File: src/rtl/hit_range_resolver.sv
// Two-player squared-distance range check (3-stage pipeline) with per-player attack FSMs.
// Optional macro HIT_BLOCK_EN: a guarding victim turns a landed hit into a punished miss.
module hit_range_resolver #(
    parameter int COORD_W         = 7,
    parameter int COLLIDE_R       = 20,
    parameter int HIT_R           = 24,
    parameter int COOLDOWN_CYCLES = 16,
    parameter int CNT_W           = 8
) (
    input  logic               clk,
    input  logic               reset_n,
    input  logic               sample_valid,
    input  logic [COORD_W-1:0] p1_x,
    input  logic [COORD_W-1:0] p1_y,
    input  logic [COORD_W-1:0] p2_x,
    input  logic [COORD_W-1:0] p2_y,
    input  logic               p1_attack,
    input  logic               p2_attack,
    input  logic               p1_block,
    input  logic               p2_block,
    output logic               result_valid,
    output logic               collision,
    output logic               in_range,
    output logic               p1_hit,
    output logic               p2_hit,
    output logic               p1_miss,
    output logic               p2_miss,
    output logic               p1_busy,
    output logic               p2_busy
);

    // state    | meaning
    // IDLE     | no attack pending
    // ARMED    | attack requested, waiting for the next distance result
    // COOLDOWN | hit landed (or was blocked), counting down before accepting attacks

    localparam int SQ_W  = 2 * COORD_W;
    localparam int SUM_W = 2 * COORD_W + 1;
    localparam logic [SUM_W-1:0] COLLIDE_SQ = SUM_W'(COLLIDE_R * COLLIDE_R);
    localparam logic [SUM_W-1:0] HIT_SQ     = SUM_W'(HIT_R * HIT_R);
    localparam logic [CNT_W-1:0] CNT_LOAD   = CNT_W'(COOLDOWN_CYCLES);

    typedef enum logic [1:0] {
        IDLE     = 2'd0,
        ARMED    = 2'd1,
        COOLDOWN = 2'd2
    } state_t;

    function automatic logic [COORD_W-1:0] abs_diff(input logic [COORD_W-1:0] a,
                                                    input logic [COORD_W-1:0] b);
        return (a >= b) ? (a - b) : (b - a);
    endfunction

    logic               v1, v2;
    logic [COORD_W-1:0] dx_q, dy_q;
    logic [SQ_W-1:0]    dx2_q, dy2_q;
    logic [SUM_W-1:0]   sum;

    assign sum = {1'b0, dx2_q} + {1'b0, dy2_q};

    always_ff @(posedge clk or negedge reset_n) begin
        if (!reset_n) begin
            v1           <= 1'b0;
            v2           <= 1'b0;
            dx_q         <= '0;
            dy_q         <= '0;
            dx2_q        <= '0;
            dy2_q        <= '0;
            result_valid <= 1'b0;
            collision    <= 1'b0;
            in_range     <= 1'b0;
        end else begin
            v1           <= sample_valid;
            v2           <= v1;
            result_valid <= v2;
            if (sample_valid) begin
                dx_q <= abs_diff(p1_x, p2_x);
                dy_q <= abs_diff(p1_y, p2_y);
            end
            if (v1) begin
                dx2_q <= SQ_W'(dx_q) * SQ_W'(dx_q);
                dy2_q <= SQ_W'(dy_q) * SQ_W'(dy_q);
            end
            if (v2) begin
                collision <= (sum < COLLIDE_SQ);
                in_range  <= (sum < HIT_SQ);
            end
        end
    end

    // index 0 is player 1, index 1 is player 2; victim_block[i] is the other player's guard
    logic [1:0]       attack, victim_block;
    state_t           state_q [2];
    state_t           state_d [2];
    logic [CNT_W-1:0] cnt_q [2];
    logic [CNT_W-1:0] cnt_d [2];
    logic [1:0]       hit_d, miss_d, hit_q, miss_q;

    assign attack = {p2_attack, p1_attack};

`ifdef HIT_BLOCK_EN
    assign victim_block = {p1_block, p2_block};
`else
    logic unused_block;
    assign unused_block = p1_block | p2_block;
    assign victim_block = 2'b00;
`endif

    always_comb begin
        for (int i = 0; i < 2; i++) begin
            state_d[i] = state_q[i];
            cnt_d[i]   = cnt_q[i];
            hit_d[i]   = 1'b0;
            miss_d[i]  = 1'b0;
            case (state_q[i])
                IDLE: begin
                    if (attack[i]) state_d[i] = ARMED;
                end
                ARMED: begin
                    if (result_valid) begin
                        if (in_range) begin
                            hit_d[i]   = ~victim_block[i];
                            miss_d[i]  = victim_block[i];
                            cnt_d[i]   = CNT_LOAD;
                            state_d[i] = COOLDOWN;
                        end else begin
                            miss_d[i]  = 1'b1;
                            state_d[i] = IDLE;
                        end
                    end
                end
                COOLDOWN: begin
                    // terminal count at 1 keeps COOLDOWN exactly CNT_LOAD cycles long
                    if (cnt_q[i] <= CNT_W'(1)) begin
                        cnt_d[i]   = '0;
                        state_d[i] = IDLE;
                    end else begin
                        cnt_d[i] = cnt_q[i] - CNT_W'(1);
                    end
                end
                default: begin
                    cnt_d[i]   = '0;
                    state_d[i] = IDLE;
                end
            endcase
        end
    end

    always_ff @(posedge clk or negedge reset_n) begin
        if (!reset_n) begin
            for (int i = 0; i < 2; i++) begin
                state_q[i] <= IDLE;
                cnt_q[i]   <= '0;
            end
            hit_q  <= 2'b00;
            miss_q <= 2'b00;
        end else begin
            for (int i = 0; i < 2; i++) begin
                state_q[i] <= state_d[i];
                cnt_q[i]   <= cnt_d[i];
            end
            hit_q  <= hit_d;
            miss_q <= miss_d;
        end
    end

    assign p1_hit  = hit_q[0];
    assign p2_hit  = hit_q[1];
    assign p1_miss = miss_q[0];
    assign p2_miss = miss_q[1];
    assign p1_busy = (state_q[0] != IDLE);
    assign p2_busy = (state_q[1] != IDLE);

endmodule

File: config.mk
export PLATFORM = sky130hd
export DESIGN_NAME = hit_range_resolver
export DESIGN_NICKNAME = d
export VERILOG_FILES = /design/src/rtl/hit_range_resolver.sv
export SDC_FILE = /design/constraint.sdc
export NUM_CORES = 1
export LEC_CHECK = 0
export BUFFER_PORTS_ARGS = -buffer_cell sky130_fd_sc_hd__buf_2
export CAP_MARGIN = 20
export CORE_UTILIZATION = 40
export DETAILED_ROUTE_END_ITERATION = 6
export PLACE_DENSITY = 0.58
export SYNTH_ARGS = -nofsm -noshare
export SYNTH_HDL_FRONTEND = slang
export SYNTH_SLANG_ARGS = --single-unit
File: constraint.sdc
create_clock -name clk -period 4.4 [get_ports clk]
set_input_delay 0 -clock clk [delete_from_list [all_inputs] [get_ports clk]]
set_output_delay 0 -clock clk [all_outputs]
set_load 0.1 [all_outputs]
==> results.yml <==
synth:
  yosysTopAreaCell: "dfrtp_1"
  synth_flop_cell: "dfrtp_1"
  synth_seq_cells: 67
  async_flop_share: 1.000
  synth_fp_nets: 876
  ys_top_cells_by_area: "dfrtp_1, ha_1, fa_1"
  netlist.area_leader.share: 0.2530
  yosysWarnings: 0
  postSynthCellCount: 713
  syn_avg_cell_area_sq_um: 9.294
  yosysUniqueCellTypes: 48
  synth_enable_flop_cells: 0
  syn_area_sq_um: 6626
  seq_area_frac_synth: 0.2530
clock_network:
  cts-root-buf: "clkbuf_16"
  cts.clk_slew.worst_paths_ps: 50
  cts_tree: "done"
  cts_buffer_depth: 2
  cts_sinks: 67
  htree_levels: 3
  cts_buffers: 9
  clock_latency_ps: 340
grt:
  grt_first_pass_wirelength_um: 22160
  grt_max_degree: 68
  grt_pass1_vias: 4982
  overflow: 0
  antenna_found_initial: 0
  grt_usage: 0.1621
job:
  drv_cap: 0
critical_path:
  cp.required_ps: 4620
  critPathMaxFanout: 3
  cp.arrival_ps: 4470
  start_kind: "flop"
  ff2ff_path_depth: 18
  cp-end-kind: "flop"
  critical_path_class: "flop to flop"
final_layout:
  diodes: 0
  drive_gt1_frac: 0.1465
  nNetsFinal: 936
  layout_commonest_cell: "ha_1"
  mostFrequentLayoutCells: "ha_1, inv_1, dfrtp_1, nor2_1, buf_2"
  syn2layout_area_growth_pct: 14.80
route:
  drt-initial-drc-count: 191
  drc: 0
  wire_per_inst_um: 12.70
  ant_nets: 0
  wirelength_um: 12620
  viasPerCell: 5.087
  drtPass1Iterations: 4
  vias: 5056
hold_path:
  min_path_cells: 1
  hold_class: "input pin to flop"
die:
  die_h_um: 130.7
  die_w_um: 130.7
  start_util: 0.4141
  ioPinCount: 44
  std_cell_rows: 46
  dieArea_sq_um: 17090
  core_area_sq_um: 16000
place:
  pre_cts_ws_ps: -4.272
  gp_congestion: 0.7930
  place_hpwl_um: 9987
  portBuffers: 41
sta:
  relSlewSlack: 0.4398
  setup_ws_ps: 159.3
  hold_viol: 0
  max_freq_mhz: 235.8
  holdWs_ps: 18.57
  worstMarginPinSlew_ps: 840.4
  final-setup-viol-count: 0
  clock_skew_ps: 5.482
  final.period_utilization: 0.9638
  finalMaxSlewViolations: 0
  min_period_ps: 4241
status:
  status: "completed"
## Yosys cell counts, types with 6 or more instances
master     n
a21o_1    13
a21oi_1   42
a221oi_1   8
a31oi_1    7
and2_1    32
and3_1     7
clkbuf_1  14
dfrtp_1   67
fa_1      30
ha_1      98
inv_1     87
mux2_2    22
mux2i_1   17
nand2_1   37
nand2b_1  13
nand3_1    9
nor2_1    43
nor2b_1   11
nor3_1     9
nor4_1     6
o21ai_0   33
o21bai_1   7
xnor2_1   35
xor2_1    21
## per-stage QoR
| step | instances | util | cell area (sq um) | setup TNS (ps) |
|---|---|---|---|---|
| after global routing | 994 | 0.4754 | 7607 | -43.44 |
| after global placement | 971 | 0.4478 | 7164 | 0 |
| after floorplan | 713 | - | 6629 | 0 |
| after detailed placement | 971 | 0.4478 | 7164 | -4.272 |
| final | 994 | 0.4754 | 7607 | 0 |
| after CTS | 991 | 0.4699 | 7518 | 0 |
## cells by family after synthesis
| group | after synthesis | share of synthesized area |
|---|---|---|
| xor gates and xnor gates | 56 | 0.07402 |
| AOI/OAI and AO/OA | 144 | 0.1411 |
| adders and majority gates | 128 | 0.2757 |
| and+or+nand+nor | 177 | 0.1352 |
| DFF | 67 | 0.2530 |
| buffers and inverters | 102 | 0.05797 |
| muxes | 39 | 0.06307 |
## final cells by class
type	instances	area (sq um)
clock buffers	12	266.5
clock inverters	4	47.55
fillers	1576	8393
inverters	87	326.6
multi-input cells	544	4612
flip-flops and latches	67	1677
well taps	216	270.3
repair buffers	64	407.9
## worst paths after layout
kind / from / slack [ps] / end
worst max-delay path: dx_q[6]$_DFFE_PN0P_ / 160 / dx2_q[13]$_DFFE_PN0P_
worst min-delay path: sample_valid / 20 / v1$_DFF_PN0_
worst max register to register: dx_q[6]$_DFFE_PN0P_ / 160 / dx2_q[13]$_DFFE_PN0P_
worst min register to register: v2$_DFF_PN0_ / 430 / result_valid$_DFF_PN0_
max in group asynchronous: reset_n / 3460 / dy_q[1]$_DFFE_PN0P_
min in group asynchronous: reset_n / 380 / cnt_q[12]$_DFFE_PN0P_
## registers in the layout, indices dropped and copies added, names as in the netlist
register	flops
dy_q	7
cnt_q	16
state_q	4
collision	1
dy2_q	12
hit_q	2
dx_q	7
v2	1
result_valid	1
v1	1
dx2_q	12
in_range	1
miss_q	2
## layer usage
layer | vias up | global-route usage | part of all wire
met5 | - | 0 | 0
met4 | 0 | 0.05003 | 0.015
met3 | 13 | 0.03217 | 0.028
met2 | 72 | 0.2882 | 0.49
met1 | 2405 | 0.1968 | 0.47
li1 | 2566 | - | -
## what timing repair did
action / 4_1_cts / 5_1_grt
resized for setup: 0 / 9
pin swaps: 1 / 4
hold endpoints to repair: 70 / 0
setup buffers: 0 / 2
gates cloned: 0 / 0
hold buffers: 4 / 0
setup endpoints to repair: 1 / 6
## critical path, cell delays in order, from the launching register on
cell and delay [ps]:
dfrtp_1 370, nand2_2 90, xor2_1 170, ha_1 270, inv_1 50, fa_1 520
inv_1 60, fa_1 530, inv_1 50, fa_1 530, inv_1 70, ha_4 270
buf_4 110, nand2_1 60, o31a_1 300, nor2_1 140, a311oi_1 130, xor2_1 170
mux2_2 260
Power is left out: the tool's default activity adds up to more than one toggle a clock period on the data nets, which glitch-free logic cannot reach.
